**config.mk**
```make
export PLATFORM = sky130hd
export DESIGN_NAME = counter_cmd_seq
export DESIGN_NICKNAME = d
export VERILOG_FILES = /design/src/rtl/counter_cmd_seq.sv
export SDC_FILE = /design/constraint.sdc
export NUM_CORES = 1
export LEC_CHECK = 0
export CORE_MARGIN = 2
export CORE_UTILIZATION = 47
export DETAILED_ROUTE_END_ITERATION = 6
export GPL_TIMING_DRIVEN = 0
export MAX_ROUTING_LAYER = met4
export PLACE_DENSITY = 0.79
export SKIP_CTS_REPAIR_TIMING = 1
export SLEW_MARGIN = 20
export SYNTH_ARGS = -nofsm -noshare
export SYNTH_HDL_FRONTEND = slang
export SYNTH_SLANG_ARGS = --single-unit
```
**constraint.sdc**
```tcl
create_clock -name clk -period 2.43 [get_ports clk]
set_input_delay 0.6075 -clock clk [delete_from_list [all_inputs] [get_ports clk]]
set_output_delay 0.6075 -clock clk [all_outputs]
set_load 0.02 [all_outputs]
```
**src/rtl/counter_cmd_seq.sv**
```systemverilog
// Command sequencer driving an up/down preloadable counter (LOAD / UP-n / DOWN-n).
// Optional abort input enabled by defining CNTSEQ_ABORT_EN.
`timescale 1ns/1ps
module counter_cmd_seq #(
  parameter int unsigned WIDTH = 8,
  parameter int unsigned STEPW = 8
) (
  input  logic             clk,
  input  logic             _areset,
`ifdef CNTSEQ_ABORT_EN
  input  logic             abort,
`endif
  input  logic             cmd_valid,
  output logic             cmd_ready,
  input  logic [1:0]       cmd_op,
  input  logic [WIDTH-1:0] cmd_arg,
  input  logic [STEPW-1:0] cmd_steps,
  input  logic             cmd_wrap,
  input  logic [WIDTH-1:0] ctr_dcout,
  output logic             ctr_load_n,
  output logic [WIDTH-1:0] ctr_preld,
  output logic             ctr_updown,
  output logic             busy,
  output logic             done,
  output logic             sat
);

  localparam logic [1:0]       OP_LOAD  = 2'b01;
  localparam logic [1:0]       OP_UP    = 2'b10;
  localparam logic [1:0]       OP_DOWN  = 2'b11;
  localparam logic [WIDTH-1:0] ALL_ONES = {WIDTH{1'b1}};
  localparam logic [WIDTH-1:0] ZERO_VAL = {WIDTH{1'b0}};
  localparam logic [STEPW-1:0] ZERO_STP = {STEPW{1'b0}};
  localparam logic [STEPW-1:0] ONE_STEP = STEPW'(1);

  typedef enum logic [1:0] {
    ST_IDLE = 2'd0,
    ST_LOAD = 2'd1,
    ST_RUN  = 2'd2,
    ST_DONE = 2'd3
  } state_t;

  state_t           state_q, state_d;
  logic [1:0]       op_q, op_d;
  logic [WIDTH-1:0] arg_q, arg_d;
  logic [STEPW-1:0] remain_q, remain_d;
  logic             wrap_q, wrap_d;
  logic             sat_d;
  logic             at_limit;
  logic             abort_c;

`ifdef CNTSEQ_ABORT_EN
  assign abort_c = abort;
`else
  assign abort_c = 1'b0;
`endif

  // State, captured command and registered status outputs
  always_ff @(posedge clk or negedge _areset) begin
    if (!_areset) begin
      state_q   <= ST_IDLE;
      op_q      <= 2'b00;
      arg_q     <= ZERO_VAL;
      remain_q  <= ZERO_STP;
      wrap_q    <= 1'b0;
      sat       <= 1'b0;
      done      <= 1'b0;
      busy      <= 1'b0;
      cmd_ready <= 1'b1;
    end else begin
      state_q   <= state_d;
      op_q      <= op_d;
      arg_q     <= arg_d;
      remain_q  <= remain_d;
      wrap_q    <= wrap_d;
      sat       <= sat_d;
      done      <= (state_d == ST_DONE);
      busy      <= (state_d == ST_LOAD) || (state_d == ST_RUN);
      cmd_ready <= (state_d == ST_IDLE);
    end
  end

  // Next state and counter pin drive; freeze (reload dcout) is the default
  always_comb begin
    state_d    = state_q;
    op_d       = op_q;
    arg_d      = arg_q;
    remain_d   = remain_q;
    wrap_d     = wrap_q;
    sat_d      = sat;
    ctr_load_n = 1'b0;
    ctr_preld  = ctr_dcout;
    ctr_updown = (op_q == OP_UP);
    at_limit   = (op_q == OP_UP) ? (ctr_dcout == ALL_ONES) : (ctr_dcout == ZERO_VAL);

    case (state_q)
      ST_IDLE: begin
        if (cmd_valid && cmd_ready) begin
          op_d     = cmd_op;
          arg_d    = cmd_arg;
          remain_d = cmd_steps;
          wrap_d   = cmd_wrap;
          sat_d    = 1'b0;
          case (cmd_op)
            OP_LOAD:        state_d = ST_LOAD;
            OP_UP, OP_DOWN: state_d = (cmd_steps == ZERO_STP) ? ST_DONE : ST_RUN;
            default:        state_d = ST_DONE;
          endcase
        end
      end
      ST_LOAD: begin
        state_d = ST_DONE;
        if (!abort_c) ctr_preld = arg_q;
      end
      ST_RUN: begin
        if (abort_c) begin
          state_d = ST_DONE;
        end else if (!wrap_q && at_limit) begin
          // Hold at the limit instead of taking the count that would pass it
          sat_d   = 1'b1;
          state_d = ST_DONE;
        end else begin
          ctr_load_n = 1'b1;
          remain_d   = remain_q - ONE_STEP;
          if (remain_q == ONE_STEP) state_d = ST_DONE;
        end
      end
      ST_DONE: state_d = ST_IDLE;
      default: state_d = ST_IDLE;
    endcase
  end

endmodule

```
Yosys cells after proc, flatten, opt, wreduce, memory -nomap -nowiden
Index checks and enable logic that the tools add are counted.
{"block": "totals", "reg_bits": 25, "input_bits": 30, "elab_cells": 54}
{"block": "classes", "mux": 16, "add_sub_neg": 1, "reduce_logical": 13, "n_eq_ne": 15}
{"operator": "two-way mux 8 bit", "n": 3}
{"operator": "zero test 8 bit", "n": 2}
{"operator": "one-hot mux 8 bit (2 select lines)", "n": 1}
{"operator": "== test 2 bit (second input constant)", "n": 7}
{"operator": "== test 8 x 1 -> 1 bit (second input constant)", "n": 1}
{"operator": "== test 8 bit (second input constant)", "n": 1}
{"operator": "one-hot mux 2 bit (4 select lines)", "n": 1}
{"operator": "subtractor 8 x 1 -> 8 bit (second input constant)", "n": 1}
{"operator": "== test 2 x 1 -> 1 bit (second input constant)", "n": 3}
{"operator": "two-way mux 1 bit", "n": 6}
{"operator": "two-way mux 2 bit", "n": 3}
{"operator": "inequality test 2 bit (second input constant)", "n": 3}
{"operator": "AND reduction 3 bit", "n": 2}
{"operator": "zero test 2 bit", "n": 2}
{"operator": "one-hot mux 2 bit (2 select lines)", "n": 1}
{"operator": "logical AND 1 bit", "n": 2}
{"operator": "one-hot mux 1 bit (2 select lines)", "n": 1}
{"operator": "AND reduction 2 bit", "n": 1}
{"operator": "nonzero test 2 bit", "n": 1}
{"operator": "OR reduction 2 bit", "n": 1}
{"operator": "zero test 1 bit", "n": 1}
{"operator": "logical OR 1 bit", "n": 1}

Longest topological paths before layout
Gate-level depths: netlist of run 1.
{"block": "logic_depth", "word_depth": 7, "ltp_mapped": 8}

Worst setup path before layout of run 1
OpenSTA, ideal clock, no wires.
{"block": "synth_timing", "path_kind": "input port to output port", "startpoint": "in ctr_dcout[0]", "endpoint": "out ctr_load_n", "required_time_ps": 1822, "path_stages": 4, "slack_ps": 151, "t_arrival_ps": 1671, "cell_sequence": "or4_4 > nor3b_4 > o21bai_1 > and2_1"}
{"block": "synth_between", "elab_chain_len": 5}
{"element": "start: declaration", "line": "19", "text": "input logic [WIDTH-1:0] ctr_dcout,"}
{"element": "== test 8 bit or zero test 8 bit (tied branches)", "line": "94", "text": "at_limit = (op_q == OP_UP) ? (ctr_dcout == ALL_ONES) : (ctr_dcout == ZERO_VAL);"}
{"element": "two-way mux 1 bit *", "line": "94"}
{"element": "logical AND 1 bit *", "line": "118", "text": "end else if (!wrap_q && at_limit) begin"}
{"element": "two-way mux 1 bit *", "line": "118"}
{"element": "two-way mux 1 bit *", "line": "96", "text": "case (state_q)"}
{"element": "end: declaration", "line": "20", "text": "output logic ctr_load_n,"}
Every way passes the cells marked *; elsewhere a longest branch is shown, timed or not.

Worst setup path in the final report of run 1
{"block": "layout_timing", "startpoint": "in ctr_dcout[1]", "endpoint": "out ctr_load_n"}
Same word-level chain as after synthesis.

==> results of run 1 <==
[sequential cells by signal (all words and copies together), names as in the netlist]
| signal | count |
|---|---|
| arg_q | 8 |
| busy | 1 |
| cmd_ready | 1 |
| done | 1 |
| op_q | 2 |
| remain_q | 8 |
| sat | 1 |
| state_q | 2 |
| wrap_q | 1 |
[layout by cell type (no fill, tap or decap), types with 3 or more instances in the layout]
master and instances:
nand4_1 4, dfrtp_1 24, a311oi_1 3, a21oi_1 5
o21a_1 3, and2_1 3, nor2_1 6, clkdlybuf4s50_1 26
nor4_1 4, buf_2 3, nor3_1 11, clkbuf_4 3
mux2i_1 5, a31oi_1 3, nand2_1 9, dlymetal6s2s_1 15
nand2b_1 3, nor3b_1 3, buf_4 3, ha_1 5
mux2_2 19, inv_1 9
[synthesized netlist by cell type (2+ instances only)]
| master | number | area (µm²) |
|---|---|---|
| nand4_1 | 4 | 25.0 |
| and3_1 | 2 | 12.5 |
| nor4_1 | 5 | 31.3 |
| and2_1 | 3 | 18.8 |
| a31oi_1 | 3 | 18.8 |
| nand2b_1 | 3 | 18.8 |
| mux2_2 | 19 | 214 |
| nor3_1 | 12 | 60.1 |
| a311oi_1 | 3 | 26.3 |
| nand3_1 | 3 | 15.0 |
| inv_1 | 9 | 33.8 |
| a21oi_1 | 5 | 25.0 |
| nor2_1 | 6 | 22.5 |
| a32oi_1 | 2 | 17.5 |
| clkbuf_1 | 4 | 15.0 |
| nand2_1 | 9 | 33.8 |
| dfrtp_1 | 24 | 601 |
| nor3b_1 | 3 | 22.5 |
| o21a_1 | 3 | 22.5 |
| o21ai_0 | 2 | 10.0 |
| ha_1 | 6 | 75.1 |
| mux2i_1 | 5 | 50.1 |
| o31ai_1 | 2 | 15.0 |
[how the worst max path moves through the flow]
stage                             from         end  slack (ns)  cells after the start
after detailed placement  ctr_dcout[0]  ctr_load_n       -0.87                      6
after global placement    ctr_dcout[0]  ctr_load_n       -0.83                      6
after CTS                 ctr_dcout[0]  ctr_load_n       -0.89                      6
after floorplan           ctr_dcout[0]  ctr_load_n        0.15                      4
after global routing      ctr_dcout[1]  ctr_load_n       -0.27                      6
final                     ctr_dcout[1]  ctr_load_n       -0.19                      6
[worst register-to-register path, cell delays in order (launching register included)]
cell	delay, ns
dfrtp_1	0.42
inv_1	0.15
ha_1	0.17
buf_2	0.20
nand3_2	0.19
and2_1	0.23
o31ai_1	0.19
o2111a_1	0.28
ha_1	0.25
[where the power goes]
group | total (mW) | switching, mW | internal [mW]
clock network | 0.188 | 0.123 | 0.0643
logic | 1.23 | 0.667 | 0.568
registers | 0.799 | 0.172 | 0.627
[layout make-up]
type	instances	area, µm²
Fill cell	242	932
Multi-Input combinational cell	111	876
Sequential cell	25	627
Timing Repair Buffer	46	480
Tap cell	44	55.1
Inverter	10	37.5
Clock buffer	4	26.3
Buffer	4	18.8
[routing by layer]
layer	global-route usage, %	part of all wire [%]	vias to the layer above
li1	-	-	661
met1	28.5	44	695
met2	37.5	51	35
met3	2.77	3.5	5
met4	9.63	1.3	0
met5	-	0	-
[cells by family (layout without fill, tap and decap cells)]
logic type	after synthesis	in the layout	share of synthesized area (%)
and+or+nand+nor	54	54	19.9
buffers and inverters	15	64	3.79
muxes	24	24	17.4
DFF	25	25	41.3
AOI/OAI and AO/OA	27	27	12.7
adders and majority gates	6	6	4.94
==> impl_metrics.ini, run 1 <==
[global_route]
grt_pass1_vias = 1365
grt_pass1_wl_um = 6150
grt_overflow = 0
antenna_found_initial = 0
grt_max_degree = 26
grt.total_usage_pct = 22.9

[worst_setup_path]
r2r_setup_slack_ns = 0.25
reg2reg_depth = 8
worstReg2RegEnd = busy$_DFF_PN0_
cp_num_buf_inv = 2
crit_chain = clkdlybuf4s50_1 -> nand4_1 -> nor3_2 -> o21bai_2 -> and2_1 -> buf_2
max_stage_delay_ns = 0.56
critical_path_arrival_ns = 2.02
r2r-start = state_q[1]$_DFF_PN0_
startpoint_type = primary input
worstSetupPathType = primary input to output pin
critical_path.top_delay_family = buffers and inverters
cp-end-kind = output pin
critPathMaxFanout = 3
critPathSlowestCell = clkdlybuf4s50_1
crit_required_ns = 1.82

[synthesis]
async_flop_share_pct = 100
synth_area_um2 = 1520
synth_cell_types = 37
yosysWarnings = 0
synth_nets = 187
synthFlopType = dfrtp_1
ys_seq_area_share_pct = 41.3
syn_area_per_cell_um2 = 10.1
syn_inst = 151
ys_seq_elements = 25
synth-edff-count = 0

[detailed_routing]
vias = 1396
drt-initial-drc-count = 77
via_per_inst = 5.72
drc = 0
dr.pass1.iters = 4
routedWlPerCell_um = 15.7
final_antenna_net_count = 0
wl_um = 3820

[cts]
clock_path_buffers = 2
clkTransAtPathRegs_ns = 0.14
cts_max_level = 1
root_buffer = clkbuf_4
numCtsBuffers = 3
cts_sinks = 25
cts_tree = yes
clock_latency_ns = 0.32

[place]
hpwl_um = 2850
dp_cells = 238
pre_cts_slack_ns = -0.871
numPortBuffers = 43
gp_congestion = 0.863
dpl_cell_area_um2 = 2000

[timing]
setup_ws_ns = -0.194
holdWs_ns = 0.247
max_freq_mhz = 381
worst_pin_slew_ns = 0.608
rsz0062_at_grt = true
max_slew_margin_pct = 59.4
min_period_ns = 2.62
finalHoldViolations = 0
skew_ns = 0.0131
slew_viol_final = 0
setup_viol = 1
finalSetupTns_ns = -0.194
fin_crit_sh_pct = 108

[status]
status = finished, violations left
violations = setup timing

[flow_run]
maxCapViolCount = 0

[finish]
nets = 237
syn2layout_area_growth_pct = 39.6
drive_gt1_share_pct = 20.5
layout.cells.non_filler = 244
utilization_pct = 69.5
fin_area_um2 = 2120
diodes = 0

[pwr]
ir_drop_mv = 0.518
powerDensity_nw_per_um2 = 1050
p_leak_nw = 0.990
design_power_total_mw = 2.22

[die]
die_h_um = 60.9
core_area_um2 = 3050
row_count = 20
start_util_pct = 49.8
die_w_um = 60.9
die_area_um2 = 3700
io_pins = 44

[hold_path]
hp-class = primary input to async pin
Power figures use the tool's default switching activity.
==> run 2, diff against run 1 <==
Settings changed: PLACE_DENSITY 0.79 to 0.76.
==> impl_metrics.ini, run 2 (synthesis results as in run 1) <==
[detailed_routing]
wl_um = 3710
final_antenna_net_count = 0
drt-initial-drc-count = 63
routedWlPerCell_um = 15.4
vias = 1356
via_per_inst = 5.63
dr.pass1.iters = 4
drc = 0

[global_route]
antenna_found_initial = 0
grt_overflow = 0
grt_max_degree = 26
grt_pass1_vias = 1271
grt.total_usage_pct = 21.1
grt_pass1_wl_um = 5710

[worst_setup_path]
critPathSlowestCell = or4_4
cp-end-kind = output pin
worstSetupPathType = primary input to output pin
crit_required_ns = 1.82
critPathMaxFanout = 3
startpoint_type = primary input
crit_chain = dlymetal6s2s_1 -> or4_4 -> nor3b_4 -> o21bai_2 -> and2_1 -> buf_2
critical_path_arrival_ns = 1.98
max_stage_delay_ns = 0.56

[finish]
final_cell_mix = clkdlybuf4s50_1, dfrtp_1, mux2_2
largestRegisters = arg_q x8, remain_q x8
drive_gt1_share_pct = 19.8
syn2layout_area_growth_pct = 38.4
layout_commonest_cell = clkdlybuf4s50_1
nets = 234
diodes = 0

[timing]
min_period_ns = 2.59
max_freq_mhz = 386
holdWs_ns = 0.236
setup_ws_ns = -0.162
setup_viol = 1
skew_ns = 0.00591
fin_crit_sh_pct = 107
worst_pin_slew_ns = 0.540
rsz0062_at_grt = true
slew_viol_final = 0
finalHoldViolations = 0
max_slew_margin_pct = 64.0

[cts]
clock_path_buffers = 2
cts_tree = yes
clock_latency_ns = 0.33
numCtsBuffers = 3
clkTransAtPathRegs_ns = 0.14
cts_sinks = 25
cts_max_level = 1
root_buffer = clkbuf_4

[place]
gp_congestion = 0.890
pre_cts_slack_ns = -0.847
hpwl_um = 2830
numPortBuffers = 43

[flow_run]
maxCapViolCount = 0

[pwr]
p_leak_nw = 0.974
clkPwrFrac_pct = 8.8
powerDensity_nw_per_um2 = 1060
pwr-share-seq_pct = 35.8
p_int_mw = 1.25
combPwrFrac_pct = 55.5
p_sw_share_pct = 43.4
ir_drop_mv = 0.718
switchingPower_mw = 0.964

[die]
io_pins = 44
die_w_um = 60.9
start_util_pct = 49.8
die_area_um2 = 3700
core_area_um2 = 3050
row_count = 20
die_h_um = 60.9

[status]
status = finished, violations left
violations = setup timing

[hold_path]
hp-class = primary input to async pin
==> run 2: final timing paths <==
kind                                      start                   end  slack (ns)  cells after the start
setup / recovery                   ctr_dcout[7]            ctr_load_n       -0.16                      6
hold / removal                          _areset  arg_q[4]$_DFFE_PN0P_        0.24                      1
setup reg to reg           state_q[1]$_DFF_PN0_        busy$_DFF_PN0_        0.25                      8
hold reg to reg             op_q[0]$_DFFE_PN0P_   op_q[0]$_DFFE_PN0P_        0.51                      1
max in group asynchronous               _areset   cmd_ready$_DFF_PN1_        1.82                      1
min in group clk            op_q[0]$_DFFE_PN0P_   op_q[0]$_DFFE_PN0P_        0.51                      1
==> run 2: per-stage QoR <==
step	utilization (%)	cells	setup TNS (ns)	total power [mW]	cell area (µm²)
after floorplan	-	151	0	1.60	1520
after global placement	65.7	238	-2.26	1.97	2000
after detailed placement	65.5	238	-2.60	2.01	2000
after CTS	66.5	242	-4.99	2.21	2030
after global routing	68.9	241	-0.262	2.40	2100
final	68.9	241	-0.162	2.22	2100
==> run 2: power groups by stage <==
stage / registers (mW) / clock network, mW / logic (mW)
2_1_floorplan: 0.783 / 0 / 0.816
3_3_place_gp: 0.787 / 0 / 1.18
3_5_place_dp: 0.793 / 0 / 1.22
4_1_cts: 0.784 / 0.202 / 1.22
5_1_grt: 0.816 / 0.220 / 1.36
6_report: 0.793 / 0.195 / 1.23
==> run 2: final cells by class <==
type	instances	area [µm²]
inverters	10	37.5
repair buffers	43	458
well taps	44	55.1
clock inverters	1	7.51
multi-input cells	111	876
fillers	259	951
flip-flops and latches	25	627
plain buffers	4	18.8
clock buffers	3	22.5
==> run 2: worst max-delay path, delay by kind of cell <==
kind / cells / cell delay, ns
compound gates: 1 / 0.10
simple gates: 3 / 0.97
buf+inv: 2 / 0.30
==> run 2: routing by layer <==
layer  track usage [%]  routed length [µm]  vias to the layer above
li1                  -                   -                      657
met1              26.3                1620                      656
met2              35.0                1890                       38
met3              4.05                 165                        5
met4              5.59                  33                        0
met5                 -                   0                        -
